File: config.mk
export PLATFORM = sky130hd
export DESIGN_NAME = urv_divide
export DESIGN_NICKNAME = d
export VERILOG_FILES = /design/src/rtl/urv_divide.sv
export SDC_FILE = /design/constraint.sdc
export NUM_CORES = 1
export LEC_CHECK = 0
export ABC_AREA = 1
export CAP_MARGIN = 10
export CORE_MARGIN = 5
export CORE_UTILIZATION = 30
export CTS_CLUSTER_DIAMETER = 60
export DETAILED_ROUTE_END_ITERATION = 16
export HOLD_SLACK_MARGIN = 0.15
export SYNTH_ARGS = -nofsm -noshare
export SYNTH_HDL_FRONTEND = slang
export SYNTH_SLANG_ARGS = --single-unit
File: constraint.sdc
create_clock -name clk_i -period 2.4 [get_ports clk_i]
set_input_delay 0.48 -clock clk_i [delete_from_list [all_inputs] [get_ports clk_i]]
set_output_delay 0.48 -clock clk_i [all_outputs]
set_load 0.02 [all_outputs]
File: src/rtl/urv_divide.sv
// urv_divide: iterative restoring 32-bit divider for RV32M DIV/DIVU/REM/REMU
module urv_divide #(
  parameter bit G_FAST_SPECIAL = 1'b1
) (
  input  logic        clk_i,
  input  logic        rst_n_i,
  input  logic        d_start_i,
  input  logic [2:0]  d_fun_i,
  input  logic [31:0] d_rs1_i,
  input  logic [31:0] d_rs2_i,
  input  logic        x_kill_i,
  output logic        x_stall_req_o,
  output logic        w_valid_o,
  output logic [31:0] w_rd_o
);
  typedef enum logic [1:0] {IDLE, CALC, SIGN, DONE} state_t;
  state_t      state;
  logic [1:0]  fun;
  logic        neg_q, neg_r;
  logic [31:0] rem, quo, div;
  logic [4:0]  cnt;
  logic        is_signed, div_zero, ovf, fast, accept, ge;
  logic [31:0] abs_a, abs_b, special_rd;
  logic [32:0] shifted, trial;
  assign is_signed  = ~d_fun_i[0];
  assign abs_a      = (is_signed && d_rs1_i[31]) ? -d_rs1_i : d_rs1_i;
  assign abs_b      = (is_signed && d_rs2_i[31]) ? -d_rs2_i : d_rs2_i;
  assign div_zero   = d_rs2_i == 32'h0;
  assign ovf        = is_signed && d_rs1_i == 32'h8000_0000 && d_rs2_i == 32'hFFFF_FFFF;
  assign fast       = G_FAST_SPECIAL && (div_zero || ovf);
  assign accept     = state == IDLE && d_start_i && !x_kill_i;
  assign special_rd = d_fun_i[1] ? (div_zero ? d_rs1_i : 32'h0) : (div_zero ? 32'hFFFF_FFFF : 32'h8000_0000);
  // rem never exceeds 31 significant bits before a shift, so the 33-bit trial sign is exact
  assign shifted    = {rem, quo[31]};
  assign trial      = shifted - {1'b0, div};
  assign ge         = ~trial[32];
  assign x_stall_req_o = (accept && !fast) || state == CALC || state == SIGN;
  // sequencer: load operands, iterate one quotient bit per cycle, fix signs, pulse result
  always_ff @(posedge clk_i or negedge rst_n_i) begin
    if (!rst_n_i) begin
      state     <= IDLE;
      fun       <= 2'b0;
      neg_q     <= 1'b0;
      neg_r     <= 1'b0;
      rem       <= 32'h0;
      quo       <= 32'h0;
      div       <= 32'h0;
      cnt       <= 5'd0;
      w_valid_o <= 1'b0;
      w_rd_o    <= 32'h0;
    end else begin
      w_valid_o <= 1'b0;
      if (x_kill_i && state != IDLE) state <= IDLE;
      else case (state)
        IDLE: if (accept) begin
          fun   <= d_fun_i[1:0];
          // a zero divisor must yield all-ones regardless of dividend sign
          neg_q <= is_signed && (d_rs1_i[31] ^ d_rs2_i[31]) && !div_zero;
          neg_r <= is_signed && d_rs1_i[31];
          rem   <= 32'h0;
          quo   <= abs_a;
          div   <= abs_b;
          cnt   <= 5'd0;
          if (fast) begin
            w_rd_o    <= special_rd;
            w_valid_o <= 1'b1;
            state     <= DONE;
          end else state <= CALC;
        end
        CALC: begin
          rem   <= ge ? trial[31:0] : shifted[31:0];
          quo   <= {quo[30:0], ge};
          cnt   <= cnt + 5'd1;
          state <= cnt == 5'd31 ? SIGN : CALC;
        end
        SIGN: begin
          w_rd_o    <= fun[1] ? (neg_r ? -rem : rem) : (neg_q ? -quo : quo);
          w_valid_o <= 1'b1;
          state     <= DONE;
        end
        DONE: state <= IDLE;
      endcase
    end
  end
endmodule

==> results.sh, run 1 <==
export IMPL_status="complete, no violations"
export IMPL_min_period_ps=2360
export IMPL_yosys_area_share_adder=0.0382
export IMPL_cp_max_fo=8
export IMPL_synth_top_area_cell="dfrtp_1"
export IMPL_insertion_delay_ps=470
export IMPL_hpwl_um=41500
export IMPL_holdWs_ps=476
export IMPL_cts_htree_levels=4
export IMPL_cts_tree="done"
export IMPL_initial_core_util=0.302
export IMPL_cts_clk_slew_worst_paths_ps=70
export IMPL_drt_iter0_markers=1365
export IMPL_finalCritPeriodShare=0.981
export IMPL_synth_top_family_by_area="simple AND/OR/NAND/NOR gates"
export IMPL_via_per_inst=4.87
export IMPL_slowest_stage="dfrtp_2"
export IMPL_diodes=0
export IMPL_first_pass_iters=7
export IMPL_ir_worst_vdd_uv=747
export IMPL_die_x_um=221
export IMPL_finalPower_mw=26.0
export IMPL_cpMostUsedCell="nand2_2"
export IMPL_pre_cts_ws_ps=-744
export IMPL_io_pins=105
export IMPL_cp_end_kind="flop"
export IMPL_fin_tns_setup_ps=0
export IMPL_cts_buffers=17
export IMPL_crit_chain="inv_4 > ha_4 > fa_2 > inv_2 > nand2_2 > nand2_2 > nand3_2 > nand2_2 > nand2_2 > nand2_4 > nand2_4 > nand2_4 > nand2_8 > clkbuf_16 > nand3_1 > nand3_1 > nand2_1"
export IMPL_rsz0062_at_grt="true"
export IMPL_comb_power_share=0.727
export IMPL_synth_cell_types=50
export IMPL_setup_violations=0
export IMPL_syn_inst=2247
export IMPL_holdPathEnd="quo[31]"
export IMPL_grt_overflow=0
export IMPL_layoutNonFillerInstCount=3193
export IMPL_hold_path_startpoint="d_rs1_i[31]"
export IMPL_synth_edf_count=0
export IMPL_place_area_um2=16800
export IMPL_cts_max_path_buffers=2
export IMPL_holdPathStages=4
export IMPL_hold_viol_final=0
export IMPL_ys_ff_latch=139
export IMPL_coreArea_um2=44000
export IMPL_synth_simple_area_share=0.433
export IMPL_final_common_cell="nand2_1"
export IMPL_ant_nets=0
export IMPL_synth_mux_area_frac=0.000752
export IMPL_synth_compound_area_frac=0.122
export IMPL_cap_violations=0
export IMPL_routed_via_count=15600
export IMPL_setup_slack_ps=44.6
export IMPL_die_h_um=221
export IMPL_p_int_mw=12.0
export IMPL_stdcell_area_um2=18100
export IMPL_avgSynthCellArea_um2=5.92
export IMPL_switchingPower_mw=14.1
export IMPL_regToRegSetupSlack_ps=40
export IMPL_die_area_um2=48700
export IMPL_synth_top_area_frac=0.261
export IMPL_crit_family="simple AND/OR/NAND/NOR gates"
export IMPL_hp_class="in2reg"
export IMPL_finClkSkew_ps=19.5
export IMPL_yosys_top_cells_area="dfrtp_1, nand2_1, nand3_1"
export IMPL_max_freq_mhz=425
export IMPL_grt_max_degree=50
export IMPL_grt_antenna_before_repair=1
export IMPL_crit_type="reg2reg"
export IMPL_utilization=0.411
export IMPL_maxSlewHeadroom=0.612
export IMPL_crit_arrival_ps=2750
export IMPL_grtUsageTotal=0.211
export IMPL_yosys_most_used_dff="dfrtp_1"
export IMPL_yosysSeqAreaShare=0.261
export IMPL_wire_per_inst_um=16.3
export IMPL_ys_warn_count=0
export IMPL_p_per_area_nw_per_um2=1440
export IMPL_start_kind="flop"
export IMPL_slew_violations=0
export IMPL_cp_required_ps=2790
export IMPL_p_leak_nw=9.74
export IMPL_layout_nets=2699
export IMPL_grt_pass1_vias=14700
export IMPL_cts_sinks=139
export IMPL_clock_power_share=0.103
export IMPL_cp_slowest_stage_delay_ps=450
export IMPL_cp_num_buf_inv=3
export IMPL_crit_cells=17
export IMPL_r2r_end="rem[25]"
export IMPL_wl_um=51900
export IMPL_grt_pass1_wl_um=80800
export IMPL_drive_gt1_frac=0.182
export IMPL_synthXorXnorAreaFrac=0.0322
export IMPL_p_sw_frac=0.540
export IMPL_tightest_slew_ps=582
export IMPL_seqPwrFrac=0.170
export IMPL_r2r_cells=17
export IMPL_route_detailed_drc=0
export IMPL_syn_nets=2358
export IMPL_layout_common_cells="nand2_1, inv_1, buf_4"
export IMPL_netlist_area_um2=13300
export IMPL_r2r_start="quo[31]"
export IMPL_dp_cells=3128
export IMPL_synth_async_reset_ratio=1.00
export IMPL_rows=77
export IMPL_gp_congestion=0.945
export IMPL_io_buffers=103
export IMPL_root_buffer="clkbuf_16"
export IMPL_syn2layout_area_growth_pct=35.8
-- power groups by stage --
stage	clock network, mW	registers [mW]	logic, mW
after floorplan	0	4.49	11.4
after global placement	0	4.44	17.5
after detailed placement	0	4.44	17.7
after CTS	2.73	4.42	18.1
after global routing	2.83	4.56	21.1
final	2.68	4.43	18.9
-- worst reg2reg max path: stages (launching register included) --
cell	delay (ps)
dfrtp_2	450
inv_4	80
ha_4	170
fa_2	360
inv_2	80
nand2_2	50
nand2_2	80
nand3_2	70
nand2_2	80
nand2_2	60
nand2_4	80
nand2_4	80
nand2_4	100
nand2_8	130
clkbuf_16	200
nand3_1	70
nand3_1	80
nand2_1	80
-- registers in the layout, summed over array words and instances (netlist names) --
| signal | count |
|---|---|
| w_rd_o | 32 |
| state | 2 |
| cnt | 5 |
| w_valid_o | 1 |
| fun | 1 |
| neg_r | 1 |
| rem | 32 |
| div | 32 |
| neg_q | 1 |
| quo | 32 |
-- cells in the mapped netlist (3+ instances only) --
master / count
a21oi_1: 84
a22oi_1: 4
and2_1: 4
and3_1: 4
buf_1: 4
buf_2: 17
buf_4: 5
buf_6: 4
clkbuf_1: 37
clkinv_1: 3
dfrtp_1: 139
ha_1: 39
inv_1: 289
inv_2: 9
nand2_1: 813
nand2_2: 19
nand2_4: 3
nand3_1: 221
nand3_2: 14
nand3b_1: 9
nand4_1: 31
nor2_1: 195
nor2_2: 10
nor3_1: 18
o211ai_1: 27
o21ai_0: 146
o21ai_1: 12
o21bai_1: 5
o22ai_1: 4
o31ai_1: 4
or2_2: 3
xnor2_1: 15
xor2_1: 34
-- what timing repair did --
item                                    CTS  global route
endpoints found under the hold margin    44             0
setup buffers                            18             8
pin swaps                                27            52
hold buffers                              1             0
endpoints found under the setup margin   34            39
cloned                                    3             3
resized for setup                        77            84
-- how the worst max path moves through the flow --
stage                               end   startpoint
after CTS                 x_stall_req_o  d_rs1_i[12]
after detailed placement  x_stall_req_o   d_rs2_i[1]
after global placement    x_stall_req_o   d_rs1_i[0]
final                           rem[25]      quo[31]
after global routing            rem[25]      quo[31]
after floorplan                 rem[16]      quo[31]
-- final cells by class --
cell class	count	area [µm²]
Tap cell	592	741
Clock buffer	18	439
Clock inverter	14	138
Multi-Input combinational cell	1740	8740
Inverter	302	1140
Sequential cell	139	3480
Fill cell	4763	26000
Timing Repair Buffer	388	3400
-- kinds of logic (layout without fill, tap and decap cells) --
family | Yosys count | after routing
adders and majority gates | 40 | 40
and+or+nand+nor | 1351 | 1354
muxes | 1 | 1
buffers and inverters | 371 | 722
xor gates and xnor gates | 49 | 49
AOI/OAI and AO/OA | 296 | 296
DFF | 139 | 139
-- routing by layer --
metal	up-vias	global-route usage	wire length (µm)
met5	-	0	0
met4	0	0.0620	1330
met3	73	0.0268	2410
met2	390	0.336	23500
met1	7238	0.300	24700
li1	7853	-	-
Note: power is estimated with default switching activity, not from simulation.
==> inputs of run 2 (changes only) <==
--- a/config.mk
+++ b/config.mk
@@ -9,9 +9,11 @@
 export CAP_MARGIN = 10
 export CORE_MARGIN = 5
 export CORE_UTILIZATION = 30
-export CTS_CLUSTER_DIAMETER = 60
+export CTS_CLUSTER_DIAMETER = 150
 export DETAILED_ROUTE_END_ITERATION = 16
+export DONT_BUFFER_PORTS = 1
 export HOLD_SLACK_MARGIN = 0.15
+export SLEW_MARGIN = 20
 export SYNTH_ARGS = -nofsm -noshare
 export SYNTH_HDL_FRONTEND = slang
 export SYNTH_SLANG_ARGS = --single-unit
==> run 2 against run 1 <==
The flow now finishes with violations (negative hold slack). Largest cell class unchanged. Register-to-register slack gained 80 ps. First-iteration DRC count down 1.5%. Sequential share of layout area grew 3.5 points. Clock-buffer cell count fell by 1. Critical endpoint is now x_stall_req_o. Global-route usage down 1.9 points.
==> results.sh, run 2 (synthesized netlist as in run 1, its figures left out) <==
export IMPL_status="finished, violations left"
export IMPL_violations="negative hold slack"
export IMPL_drive_gt1_frac=0.100
export IMPL_crit_family="simple AND/OR/NAND/NOR gates"
export IMPL_finClkSkew_ps=18.4
export IMPL_maxSlewHeadroom=0.486
export IMPL_hpwl_um=37500
export IMPL_p_per_area_nw_per_um2=1570
export IMPL_dp_cells=2860
export IMPL_grt_overflow=0
export IMPL_drt_iter0_markers=1344
export IMPL_cp_slowest_stage_delay_ps=230
export IMPL_cp_end_kind="primary output"
export IMPL_utilization=0.348
export IMPL_root_buffer="clkbuf_16"
export IMPL_route_detailed_drc=0
export IMPL_cts_clk_slew_worst_paths_ps=70
export IMPL_place_area_um2=14500
export IMPL_cpMostUsedCell="nand3_1"
export IMPL_die_h_um=221
export IMPL_wl_met2_um=21900
export IMPL_crit_type="in2out"
export IMPL_first_pass_iters=5
export IMPL_crit_chain="inv_1 > ha_1 > nand3_2 > nor2_4 > and3_1 > nand2_2 > nand3_1 > nand3_1 > buf_4"
export IMPL_cap_violations=0
export IMPL_r2r_start="rem[27]"
export IMPL_die_x_um=221
export IMPL_final_common_cell="nand2_1"
export IMPL_cts_max_path_buffers=2
export IMPL_grtUsageTotal=0.192
export IMPL_via_per_inst=4.99
export IMPL_max_freq_mhz=433
export IMPL_layout_common_cells="nand2_1, inv_1, nand3_1"
export IMPL_start_kind="input pin"
export IMPL_wl_met1_um=21900
export IMPL_r2r_cells=12
export IMPL_ant_nets=0
export IMPL_cts_buffers=17
export IMPL_die_area_um2=48700
export IMPL_cts_tree="done"
export IMPL_cp_max_fo=5
export IMPL_cp_required_ps=1920
export IMPL_pre_cts_ws_ps=-4.66
export IMPL_slew_violations=0
export IMPL_tightest_slew_ps=771
export IMPL_setup_violations=0
export IMPL_crit_arrival_ps=1830
export IMPL_setup_slack_ps=90.1
export IMPL_routed_via_count=14500
export IMPL_cts_htree_levels=4
export IMPL_wl_met3_um=2490
export IMPL_io_buffers=0
export IMPL_gp_congestion=0.924
export IMPL_wl_um=47500
export IMPL_wire_per_inst_um=16.4
export IMPL_cts_sinks=139
export IMPL_io_pins=105
export IMPL_stdcell_area_um2=15300
export IMPL_slowest_stage="and3_1"
export IMPL_ir_worst_vdd_uv=1370
export IMPL_initial_core_util=0.302
export IMPL_hold_viol_final=139
export IMPL_layoutNonFillerInstCount=2902
export IMPL_min_period_ps=2310
export IMPL_rows=77
export IMPL_nFillCells=4891
export IMPL_grt_max_degree=140
export IMPL_finalPower_mw=24.1
export IMPL_r2r_end="rem[29]"
export IMPL_regToRegSetupSlack_ps=120
export IMPL_diodes=0
export IMPL_cp_num_buf_inv=2
export IMPL_hp_class="in2async"
export IMPL_finalCritPeriodShare=0.962
export IMPL_coreArea_um2=44000
export IMPL_grt_antenna_before_repair=0
export IMPL_syn2layout_area_growth_pct=15.1
export IMPL_layout_nets=2408
export IMPL_insertion_delay_ps=460
export IMPL_holdWs_ps=-265
export IMPL_p_leak_nw=8.13
export IMPL_grt_pass1_vias=13400
export IMPL_top_layer="met4"
export IMPL_grt_pass1_wl_um=74300
## run 2: changes by cell type in the layout (fill, tap and decap cells not counted), sizes merged, moves of 3 or more
cell,before,now
dlygate4sd2,37,0
inv,303,306
buf,284,96
clkdlybuf4s50,50,0
dlymetal6s2s,13,0
## run 2: timing repair
action / CTS / global route
endpoints found under the setup margin: 0 / 41
endpoints found under the hold margin: 139 / 139
resized for setup: 0 / 37
buffers inserted: 0 / 6
## run 2: worst reg2reg max path: cells and delay by family, from the launching register on
kind,cells,cell delay [ps]
AO/OA/AOI/OAI,1,240
buffers and inverters,3,400
AND/OR/NAND/NOR,7,780
flip-flops,1,440
adder cells (fa/ha/maj),1,390
## run 2: worst max-delay path by stage
| stage | from | cells after the start | slack [ps] | endpoint |
|---|---|---|---|---|
| 2_1_floorplan | quo[31] | 18 | 210 | rem[16] |
| 3_3_place_gp | d_rs2_i[0] | 9 | 40 | x_stall_req_o |
| 3_5_place_dp | d_rs2_i[0] | 13 | -5 | w_rd_o[10] |
| 4_1_cts | quo[31] | 17 | 10 | quo[0] |
| 5_1_grt | div[0] | 16 | -20 | rem[26] |
| 6_report | d_rs2_i[0] | 9 | 90 | x_stall_req_o |
## run 2: report_power, final
part	internal (mW)	switching [mW]	total, mW
logic	5.76	10.8	16.5
registers	3.43	1.37	4.79
clock network	1.46	1.26	2.72
## run 2: per-stage QoR
stage	hold slack (ps)	TNS (ps)
floorplan	184	0
global placement	195	0
detailed placement	197	-4.66
CTS	-294	0
global route	-285	-79.9
finish	-265	0
## run 2: cell type report
cell class / count / area, µm² / area share
Multi-Input combinational cell: 1739 / 8520 / 0.556
Sequential cell: 139 / 3480 / 0.227
Inverter: 302 / 1130 / 0.0741
Timing Repair Buffer: 98 / 868 / 0.0567
Tap cell: 592 / 741 / 0.0484
Clock buffer: 17 / 425 / 0.0278
Clock inverter: 15 / 150 / 0.00980
## run 2: layer usage
metal | vias up | track usage
li1 | 7282 | -
met1 | 6724 | 0.266
met5 | - | 0
met3 | 59 | 0.0244
met2 | 424 | 0.316
met4 | 0 | 0.0577
==> inputs of run 3 (changes only) <==
--- a/config.mk
+++ b/config.mk
@@ -7,6 +7,7 @@
 export LEC_CHECK = 0
 export ABC_AREA = 1
 export CAP_MARGIN = 10
+export CORE_ASPECT_RATIO = 1.4
 export CORE_MARGIN = 5
 export CORE_UTILIZATION = 30
 export CTS_CLUSTER_DIAMETER = 150
==> run 3 against run 2 <==
The flow still finishes with violations (negative hold slack). Die area rose by 0.12%. Worst setup slack improved by 0.97 ps. Clock power is 6% lower. Sequential cell count is the same. Clock-buffer cell count is the same. Fmax about the same. Cell area is 3.2% higher. Sequential power about the same. Routed wire length rose by 3.6%. Combinational power up 9.7%. Register-to-register slack worse by 30 ps. Clock skew decreased by 7.3 ps. Critical path type is now reg2reg.
==> results.sh, run 3 (synthesized netlist as in run 1, its figures left out) <==
export IMPL_status="finished, violations left"
export IMPL_violations="negative hold slack"
export IMPL_root_buffer="clkbuf_16"
export IMPL_crit_arrival_ps=2700
export IMPL_initial_core_util=0.303
export IMPL_die_area_um2=48700
export IMPL_cts_tree="done"
export IMPL_first_pass_iters=5
export IMPL_syn2layout_area_growth_pct=18.8
export IMPL_grt_overflow=0
export IMPL_hp_class="in2async"
export IMPL_layoutNonFillerInstCount=2912
export IMPL_ant_nets=0
export IMPL_nFillCells=4837
export IMPL_cp_max_fo=8
export IMPL_layout_common_cells="nand2_1, inv_1, nand3_1"
export IMPL_slew_violations=0
export IMPL_cts_clk_slew_worst_paths_ps=70
export IMPL_route_detailed_drc=0
export IMPL_rows=91
export IMPL_cp_end_kind="flop"
export IMPL_grt_antenna_before_repair=0
export IMPL_grt_pass1_vias=14300
export IMPL_max_freq_mhz=433
export IMPL_finClkSkew_ps=11.1
export IMPL_hold_viol_final=139
export IMPL_holdWs_ps=-270
export IMPL_p_leak_nw=8.39
export IMPL_setup_slack_ps=91.1
export IMPL_insertion_delay_ps=450
export IMPL_grt_max_degree=140
export IMPL_cap_violations=0
export IMPL_p_per_area_nw_per_um2=1610
export IMPL_hpwl_um=39300
export IMPL_dp_cells=2868
export IMPL_routed_via_count=14500
export IMPL_final_common_cell="nand2_1"
export IMPL_place_area_um2=14800
export IMPL_io_buffers=0
export IMPL_fin_tns_setup_ps=0
export IMPL_cts_max_path_buffers=2
export IMPL_setup_violations=0
export IMPL_crit_type="reg2reg"
export IMPL_ir_worst_vdd_uv=773
export IMPL_grtUsageTotal=0.197
export IMPL_die_x_um=188
export IMPL_stdcell_area_um2=15800
export IMPL_start_kind="flop"
export IMPL_cp_required_ps=2790
export IMPL_diodes=0
export IMPL_tightest_slew_ps=764
export IMPL_utilization=0.360
export IMPL_grt_pass1_wl_um=76200
export IMPL_io_pins=105
export IMPL_coreArea_um2=43900
export IMPL_wl_um=49200
export IMPL_register_area_um2=3480
export IMPL_multi_input_area_um2=8640
export IMPL_die_h_um=259
export IMPL_drive_gt1_frac=0.129
export IMPL_cts_buffers=17
export IMPL_min_period_ps=2310
export IMPL_drt_iter0_markers=1037
export IMPL_wire_per_inst_um=16.9
export IMPL_gp_congestion=0.988
export IMPL_layout_nets=2452
export IMPL_pre_cts_ws_ps=-89.4
export IMPL_cts_htree_levels=4
export IMPL_via_per_inst=4.99
export IMPL_cts_sinks=139
export IMPL_finalCritPeriodShare=0.962
export IMPL_maxSlewHeadroom=0.491
export IMPL_finalPower_mw=25.5
## run 3: cell count changes in the layout (fill, tap and decap cells not counted), sizes merged
cell / delta
bufinv: -1
nand2: +1
clkinvlp: -1
buf: +42
clkbuf: +1
inv: +2
## run 3: routing by layer
layer | global-route usage | wire (µm) | up-vias
met4 | 0.144 | 4070 | 0
li1 | - | - | 7350
met3 | 0.0281 | 1810 | 141
met2 | 0.362 | 25000 | 415
met1 | 0.203 | 18300 | 6635
met5 | 0 | 0 | -
## run 3: layout make-up
type	instances	share of cell area
tap	558	0.0442
clock buffer	17	0.0269
sequential	139	0.220
multi-input combinational	1740	0.547
clock inverter	15	0.00799
inverter	302	0.0718
timing repair buffer	141	0.0822
## run 3: what timing repair did
action                                  4_1_cts  5_1_grt
gates cloned                                  2        5
endpoints found under the setup margin       34       35
resized for setup                            11       54
hold endpoints to repair                    139      139
setup buffers                                 3        2
pin swaps                                     2       14
## run 3: power by group
part	internal (mW)	switching [mW]	total (mW)
Combinational	6.79	11.3	18.1
Clock	1.36	1.22	2.57
Sequential	3.44	1.39	4.82
Total	11.6	13.9	25.5
## run 3: final timing paths
check	cells past startpoint	startpoint	slack [ps]	to
min in group clk_i	3	d_rs2_i[27]	200	div[27]
worst min-delay path	0	rst_n_i	-270	quo[28]
worst max-delay path	16	div[0]	90	rem[19]
worst max register to register	16	div[0]	90	rem[19]
worst min register to register	2	div[27]	480	div[27]
max in group asynchronous	0	rst_n_i	2250	div[0]
## run 3: critical path: stages, from the launching register on
cell	delay, ps
dfrtp_2	500
ha_4	200
fa_2	340
inv_2	70
nand2_2	40
nand2_2	60
nand3_2	60
nand2_2	90
nand2_2	70
nand2_4	70
nand2_4	70
nand2_4	110
nand2_8	130
buf_8	180
nand3_1	100
nand3_2	80
nand2_1	70
